--- src/rtl/exec_sequencer_if.sv ---
// Bundles the sequencer's program-memory, ALU-flag and status signals.
// The master side is the sequencer; the slave side is memory/ALU/observer.
interface exec_sequencer_if #(
  parameter int PC_WIDTH = 8
);

  logic                run;
  logic [PC_WIDTH-1:0] mem_addr;
  logic [15:0]         mem_rdata;
  logic [15:0]         ir;
  logic                fetch;
  logic                exec1;
  logic                exec2;
  logic                carryout;
  logic                carryen;
  logic                skipout;
  logic                skipen;
  logic                carrystatus;
  logic                skipstatus;
  logic [PC_WIDTH-1:0] pc;
  logic                halted;

  modport master (
    input  run, mem_rdata, carryout, carryen, skipout, skipen,
    output mem_addr, ir, fetch, exec1, exec2, carrystatus, skipstatus, pc, halted
  );

  modport slave (
    output run, mem_rdata, carryout, carryen, skipout, skipen,
    input  mem_addr, ir, fetch, exec1, exec2, carrystatus, skipstatus, pc, halted
  );

endinterface

--- src/rtl/exec_sequencer.sv ---
// Instruction sequencer for the 16-bit CPU: fetches from synchronous program
// memory into IR', steps the fetch/exec1/exec2 strobes and owns the CARRY and
// SKIP flags that the ALU updates during EXEC1.
module exec_sequencer #(
  parameter int                  PC_WIDTH = 8,
  parameter logic [PC_WIDTH-1:0] RESET_PC = '0
) (
  input  logic clk,
  input  logic reset,
  exec_sequencer_if.master bus
);

  // One-hot encoding so each strobe is a single state bit.
  typedef enum logic [4:0] {
    S_FETCH = 5'b00001,
    S_LOAD  = 5'b00010,
    S_EXEC1 = 5'b00100,
    S_EXEC2 = 5'b01000,
    S_HALT  = 5'b10000
  } state_t;

  localparam logic [PC_WIDTH-1:0] PC_ONE = {{(PC_WIDTH-1){1'b0}}, 1'b1};

  state_t              state_q, state_d;
  logic [PC_WIDTH-1:0] pc_q, pc_d;
  logic [15:0]         ir_q, ir_d;
  logic                carry_q, carry_d;
  logic                skip_q, skip_d;
  logic                halted_q, halted_d;

  // Next-state, pc/IR' and flag updates for the instruction cycle.
  always_comb begin
    state_d  = state_q;
    pc_d     = pc_q;
    ir_d     = ir_q;
    carry_d  = carry_q;
    skip_d   = skip_q;
    halted_d = halted_q;

    case (state_q)
      S_FETCH: begin
        if (bus.run && !halted_q) begin
          state_d = S_LOAD;
        end
      end

      S_LOAD: begin
        ir_d = bus.mem_rdata;
        pc_d = pc_q + PC_ONE;
        if (skip_q) begin
          skip_d  = 1'b0;
          state_d = S_FETCH;
        end else begin
          state_d = S_EXEC1;
        end
      end

      S_EXEC1: begin
        if (bus.carryen) begin
          carry_d = bus.carryout;
        end
        if (bus.skipen) begin
          skip_d = bus.skipout;
        end
        case (ir_q[15:14])
          2'b11:        state_d = S_FETCH;
          2'b01, 2'b10: state_d = S_EXEC2;
          default: begin
            // pc already points past the JMP, so pc-1 is the JMP's own address.
            pc_d = ir_q[PC_WIDTH-1:0];
            if (ir_q[PC_WIDTH-1:0] == (pc_q - PC_ONE)) begin
              halted_d = 1'b1;
              state_d  = S_HALT;
            end else begin
              state_d = S_FETCH;
            end
          end
        endcase
      end

      S_EXEC2: state_d = S_FETCH;

      S_HALT: state_d = S_HALT;

      default: state_d = S_FETCH;
    endcase
  end

  // State and architectural registers; reset aborts any instruction in flight.
  always_ff @(posedge clk or posedge reset) begin
    if (reset) begin
      state_q  <= S_FETCH;
      pc_q     <= RESET_PC;
      ir_q     <= 16'h0000;
      carry_q  <= 1'b0;
      skip_q   <= 1'b0;
      halted_q <= 1'b0;
    end else begin
      state_q  <= state_d;
      pc_q     <= pc_d;
      ir_q     <= ir_d;
      carry_q  <= carry_d;
      skip_q   <= skip_d;
      halted_q <= halted_d;
    end
  end

  assign bus.mem_addr    = pc_q;
  assign bus.pc          = pc_q;
  assign bus.ir          = ir_q;
  assign bus.fetch       = (state_q == S_FETCH);
  assign bus.exec1       = (state_q == S_EXEC1);
  assign bus.exec2       = (state_q == S_EXEC2);
  assign bus.carrystatus = carry_q;
  assign bus.skipstatus  = skip_q;
  assign bus.halted      = halted_q;

endmodule

--- src/flat_wrapper.sv ---
// flat-port wrapper written by rule: the top's interface ports become plain ports
module exec_sequencer_flat 
#(
  parameter int                  PC_WIDTH = 8,
  parameter logic [PC_WIDTH-1:0] RESET_PC = '0
)
  (clk, reset, bus_run, bus_mem_rdata, bus_carryout, bus_carryen, bus_skipout, bus_skipen, bus_mem_addr, bus_ir, bus_fetch, bus_exec1, bus_exec2, bus_carrystatus, bus_skipstatus, bus_pc, bus_halted);
  exec_sequencer_if #(.PC_WIDTH(PC_WIDTH)) bus_i ();
  input  logic clk;
  input  logic reset;
  input wire logic [$bits(bus_i.run)-1:0] bus_run;
  input wire logic [$bits(bus_i.mem_rdata)-1:0] bus_mem_rdata;
  input wire logic [$bits(bus_i.carryout)-1:0] bus_carryout;
  input wire logic [$bits(bus_i.carryen)-1:0] bus_carryen;
  input wire logic [$bits(bus_i.skipout)-1:0] bus_skipout;
  input wire logic [$bits(bus_i.skipen)-1:0] bus_skipen;
  output wire logic [$bits(bus_i.mem_addr)-1:0] bus_mem_addr;
  output wire logic [$bits(bus_i.ir)-1:0] bus_ir;
  output wire logic [$bits(bus_i.fetch)-1:0] bus_fetch;
  output wire logic [$bits(bus_i.exec1)-1:0] bus_exec1;
  output wire logic [$bits(bus_i.exec2)-1:0] bus_exec2;
  output wire logic [$bits(bus_i.carrystatus)-1:0] bus_carrystatus;
  output wire logic [$bits(bus_i.skipstatus)-1:0] bus_skipstatus;
  output wire logic [$bits(bus_i.pc)-1:0] bus_pc;
  output wire logic [$bits(bus_i.halted)-1:0] bus_halted;
  assign bus_i.run = bus_run;
  assign bus_i.mem_rdata = bus_mem_rdata;
  assign bus_i.carryout = bus_carryout;
  assign bus_i.carryen = bus_carryen;
  assign bus_i.skipout = bus_skipout;
  assign bus_i.skipen = bus_skipen;
  assign bus_mem_addr = bus_i.mem_addr;
  assign bus_ir = bus_i.ir;
  assign bus_fetch = bus_i.fetch;
  assign bus_exec1 = bus_i.exec1;
  assign bus_exec2 = bus_i.exec2;
  assign bus_carrystatus = bus_i.carrystatus;
  assign bus_skipstatus = bus_i.skipstatus;
  assign bus_pc = bus_i.pc;
  assign bus_halted = bus_i.halted;
  exec_sequencer #(.PC_WIDTH(PC_WIDTH), .RESET_PC(RESET_PC)) u_core (.clk(clk), .reset(reset), .bus(bus_i));
endmodule
--- config.mk ---
export PLATFORM = sky130hd
export DESIGN_NAME = exec_sequencer_flat
export DESIGN_NICKNAME = d
export VERILOG_FILES = /design/src/rtl/exec_sequencer_if.sv /design/src/rtl/exec_sequencer.sv /design/src/flat_wrapper.sv
export SDC_FILE = /design/constraint.sdc
export NUM_CORES = 1
export LEC_CHECK = 0
export ABC_AREA = 1
export CAP_MARGIN = 5
export CORE_UTILIZATION = 46
export DETAILED_ROUTE_END_ITERATION = 10
export HOLD_SLACK_MARGIN = 0.1
export PLACE_DENSITY_LB_ADDON = 0.1
export SKIP_CTS_REPAIR_TIMING = 1
export SLEW_MARGIN = 10
export SYNTH_ARGS = -nofsm -noshare
export SYNTH_HDL_FRONTEND = slang
export SYNTH_SLANG_ARGS = --single-unit
--- constraint.sdc ---
create_clock -name clk -period 1.8 [get_ports clk]
set_input_delay 0.18 -clock clk [delete_from_list [all_inputs] [get_ports clk]]
set_output_delay 0.18 -clock clk [all_outputs]
set_load 0.05 [all_outputs]
== After elaboration in Yosys (flattened, before gate mapping) ==
Index checks and enable logic that the tools add are counted.

* Flip-flop bits (word level): 32
* Output and inout bits: 38
* Logic and storage cells: 39

* Add/sub/neg operators: 2
* Eq/ne operators: 12
* Muxes and demuxes: 9
* Bitwise operators: 1
* Reductions and logical operators: 9

{| class="wikitable"
|+ Operator list
! operator !! count
|-
| one-hot mux 5 bit (4 select lines) || 1
|-
| one-hot mux 8 bit (2 select lines) || 1
|-
| two-way mux 5 bit || 2
|-
| one-hot mux 5 bit (2 select lines) || 1
|-
| adder 8 x 1 -> 8 bit (second input constant) || 1
|-
| == test 8 bit || 1
|-
| two-way mux 8 bit || 1
|-
| subtractor 8 x 1 -> 8 bit (second input constant) || 1
|-
| AND reduction 2 bit || 3
|-
| == test 5 x 1 -> 1 bit (second input constant) || 1
|-
| == test 5 x 2 -> 1 bit (second input constant) || 1
|-
| == test 5 x 3 -> 1 bit (second input constant) || 1
|-
| == test 5 x 4 -> 1 bit (second input constant) || 1
|-
| == test 5 bit (second input constant) || 1
|-
| == test 2 bit (second input constant) || 2
|-
| inequality test 2 bit (second input constant) || 2
|-
| two-way mux 3 bit || 1
|-
| AND reduction 3 bit || 1
|-
| OR reduction 3 bit || 1
|-
| == test 2 x 1 -> 1 bit (second input constant) || 1
|-
| inequality test 2 x 1 -> 1 bit (second input constant) || 1
|-
| one-hot mux 1 bit (2 select lines) || 1
|-
| nonzero test 2 bit || 1
|-
| OR reduction 2 bit || 1
|-
| other kinds (4) || 4
|}

== Longest topological paths before layout ==
* Word-level depth: 5
* Depth in mapped cells: 11
* Depth with buffers taken out: 11

== Least setup slack after synthesis ==
No wires, ideal clock.

* Path kind: register to output
* From: register u_core.state_q[1]
* To: output bus_exec2
* Data arrival time: 1.994 ns
* Data required time: 1.620 ns
* Setup slack: -0.374 ns
* Stages on the path, launching flop included: 2
* Cells stage by stage: dfrtp_1 -> nor4_1

* Word-level cells in the longest chain between the ends: 1

{| class="wikitable"
|+ RTL lines
! item !! line !! RTL
|-
| from (decl) || exec_sequencer.sv:24 || <nowiki>state_t state_q, state_d;</nowiki>
|-
| from (signal assigned) || exec_sequencer.sv:99 || <nowiki>state_q <= state_d;</nowiki>
|-
| == test 5 x 4 -> 1 bit || exec_sequencer.sv:113 || <nowiki>assign bus.exec2 = (state_q == S_EXEC2);</nowiki>
|-
| to (decl) || flat_wrapper.sv:21 || <nowiki>output wire logic [$bits(bus_i.exec2)-1:0] bus_exec2;</nowiki>
|}

Every way passes these cells.

== Worst setup path after layout ==
* From: register u_core.pc_q[7], in the netlist u_core.bus.mem_addr[7]
* To: output bus_pc[7]

{| class="wikitable"
|+ RTL lines
! item !! line !! RTL
|-
| from (decl) || exec_sequencer.sv:25 || <nowiki>logic [PC_WIDTH-1:0] pc_q, pc_d;</nowiki>
|-
| from (signal assigned) || exec_sequencer.sv:100 || <nowiki>pc_q <= pc_d;</nowiki>
|-
| to (decl) || flat_wrapper.sv:24 || <nowiki>output wire logic [$bits(bus_i.pc)-1:0] bus_pc;</nowiki>
|}

No word-level cell between the ends.

==> run metrics <==
status complete, no violations; die span in y 66.24 um; Yosys reg bits 32; Yosys cell types 35; TritonCTS clock tree done; Critical Path Fanout Max 6; Yosys warning total 0; Mapped Area 1898 um^2; Initial Util 49.97%; Post-synth EDFFs 0; multi-input combinational cell area 877.1 um^2; worst endpoint required time 1.62 ns; crit path buf inv count 1; R2R cell count 10; Clock Sinks 32; met1 Usage GRT 26.16%; top_reg_cell synth dfrtp_1; Final ANT Viol Nets 0; Inserted Diodes 0; number of buffers created by CTS 5; placed cell area 2482 um^2; Pwr Total 5427 uW; Commonest cells post-synth nand2_1, nor2_1, dfrtp_1, inv_1, nand3_1; Root Driver clkbuf_8; filler cell count 336; switching part of the total power 53.32%; dpl hpwl 3169 um; synth top area cells dfrtp_1, nand2_1, nor2_1; logic gate share of total power 63.9%; clk_lat worst skew 0.29 ns; drt drc 0; Core Box Area 3799 um^2; max-cap check violation count 0; PD cells 2093 nW/um^2; Max Freq 573.3 MHz; worst-margin pin slew 0.5035 ns; Post-Route WL 4238 um; largest stage delay on the critical path 0.84 ns; Die Wd 66.24 um; Internal Power 2533 uW; Clock Path Buffers 2; cell at the slowest stage of the critical path clkdlybuf4s50_1; num ports 61; vias in the first global route 1651; syn_nets 277; Psw 2894 uW; DR vias/cell 4.818; busiest grt layer met2; met2 usage 39.16%; part of the Yosys area used for sequential elements 42.25%; most common cell in the netlist nand2_1; DR WL/cell 11.84 um; VDD IR max 0.001138 V; initial antenna violation count 0; Worst Setup End Kind output port; minimum clock period after layout 1.744 ns; Clock power frac 10.6%; type of the worst min-delay path in -> async; Design Area, Final 2592 um^2; Die ar. 4387 um^2; CP delay by family, top buffers and inverters; mean area per synthesized cell 7.592 um^2; RSZ-0062 raised after global routing no; share of cells above drive strength 1 16.13%; Layout area overhead 36.59%; cell count along the critical path 1; grt ovf 0; WS Path Type reg -> out; post-synth top area share 40.87%; Worst slew margin 66.33%; GR Util All Layers 22.14%; via count 1725; utilization after layout 68.25%; Worst setup SP type flop; count of final setup violators 0; P_leak 0.001308 uW; setup tns final 0 ns; Final nets 336; Pre-Repair DR Iteration Count 4; Arr. time, crit path 1.56 ns; H-tree depth 2; Final Hold Viols 0; ys async rst share 100.0%; Rows 22; crit path cell chain clkdlybuf4s50_1; Slew Limit Fails 0; worst clock skew 0.005168 ns; Flop pwr share 25.5%; final worst path period share 96.90%; first-pass GRT wire length 7231 um; Port Buffer Count 60; GP Congestion 0.8942; register area 804.5 um^2; cells after synthesis 250; cell taking the most area after synthesis dfrtp_1; Reg clk slew, reported paths 0.07 ns; DRT iter0 DRCs 114; largest net degree at the start of global routing 33; met3 usage 4.138%
-- kinds of logic (layout without fill, tap and decap cells) --
family	after synthesis	count (layout)	synth area share, %
AOI/OAI and AO/OA	24	24	7.581
xor gates and xnor gates	5	5	2.307
adders and majority gates	4	4	2.637
buffers and inverters	44	104	11.86
DFF	32	32	42.25
muxes	1	1	0.7908
and+or+nand+nor	140	140	32.56
-- routing by layer --
| metal | share of wire (%) | wire [um] | vias to the layer above |
|---|---|---|---|
| li1 | - | - | 886 |
| met1 | 45 | 1886 | 782 |
| met2 | 49 | 2072 | 48 |
| met3 | 4.9 | 206 | 9 |
| met4 | 1.7 | 73 | 0 |
| met5 | 0 | 0 | - |
-- cell usage in the layout, fill, tap and decap left out, drive strengths merged --
| master | count |
|---|---|
| o21bai | 1 |
| mux2 | 1 |
| buf | 23 |
| a31o | 1 |
| dfrtp | 31 |
| nand2 | 80 |
| o21a | 1 |
| nor2 | 37 |
| clkbuf | 6 |
| nand3 | 16 |
| nand3b | 1 |
| nor4 | 1 |
| o21ai | 15 |
| nor3 | 1 |
| o31ai | 1 |
| xor2 | 1 |
| clkinv | 2 |
| dlymetal6s2s | 1 |
| o22ai | 1 |
| clkdlybuf4s50 | 42 |
| dfstp | 1 |
| a21oi | 4 |
| nand4 | 3 |
| inv | 30 |
| or2 | 1 |
| ha | 4 |
| xnor2 | 4 |
-- path summary, 6_finish.rpt --
| kind | to | slack (ns) | startpoint |
|---|---|---|---|
| max | bus_pc[7] | 0.06 | u_core.bus.mem_addr[7] |
| min | u_core.bus.ir[9] | 0.28 | reset |
| max reg2reg | u_core.state_q[0] | 0.21 | u_core.bus.mem_addr[0] |
| min reg2reg | u_core.state_q[2] | 0.46 | u_core.bus.skipstatus |
| max in group asynchronous | u_core.state_q[0] | 1.20 | reset |
| min in group clk | u_core.bus.ir[0] | 0.42 | bus_mem_rdata[0] |
-- registers in the layout, summed over array words and instances (netlist names) --
register                count
u_core.bus.carrystatus      1
u_core.bus.halted           1
u_core.state_q              5
u_core.bus.mem_addr         8
u_core.bus.skipstatus       1
u_core.bus.ir              16
-- power by group through the flow --
stage | combinational [uW] | clock, uW | sequential (uW)
3_3_place_gp | 3400 | 0 | 1390
4_1_cts | 3460 | 588 | 1390
2_1_floorplan | 1670 | 0 | 2230
5_1_grt | 3740 | 614 | 1440
3_5_place_dp | 3440 | 0 | 1400
6_report | 3470 | 578 | 1380
-- layout make-up --
class / count / area share, %
repair buffers: 66 / 24.81
clock inverters: 2 / 0.3861
flip-flops and latches: 32 / 31.03
inverters: 30 / 4.440
multi-input cells: 174 / 33.83
clock buffers: 6 / 3.185
well taps: 48 / 2.317
-- worst min-delay path: stages --
cell             delay (ns)
clkdlybuf4s50_1        0.39
inv_1                  0.05
buf_4                  0.36
-- per-stage QoR --
| step | setup WS [ns] | hold WS (ns) | cells |
|---|---|---|---|
| final | 0.05576 | 0.2758 | 358 |
| after global routing | 0.003662 | 0.3329 | 358 |
| after CTS | 0.03924 | 0.2850 | 356 |
| after detailed placement | 0.1447 | 0.4637 | 348 |
| after global placement | 0.2385 | 0.4599 | 348 |
| after floorplan | 0.07854 | 0.2896 | 250 |
Note: power is estimated with default switching activity, not from simulation.
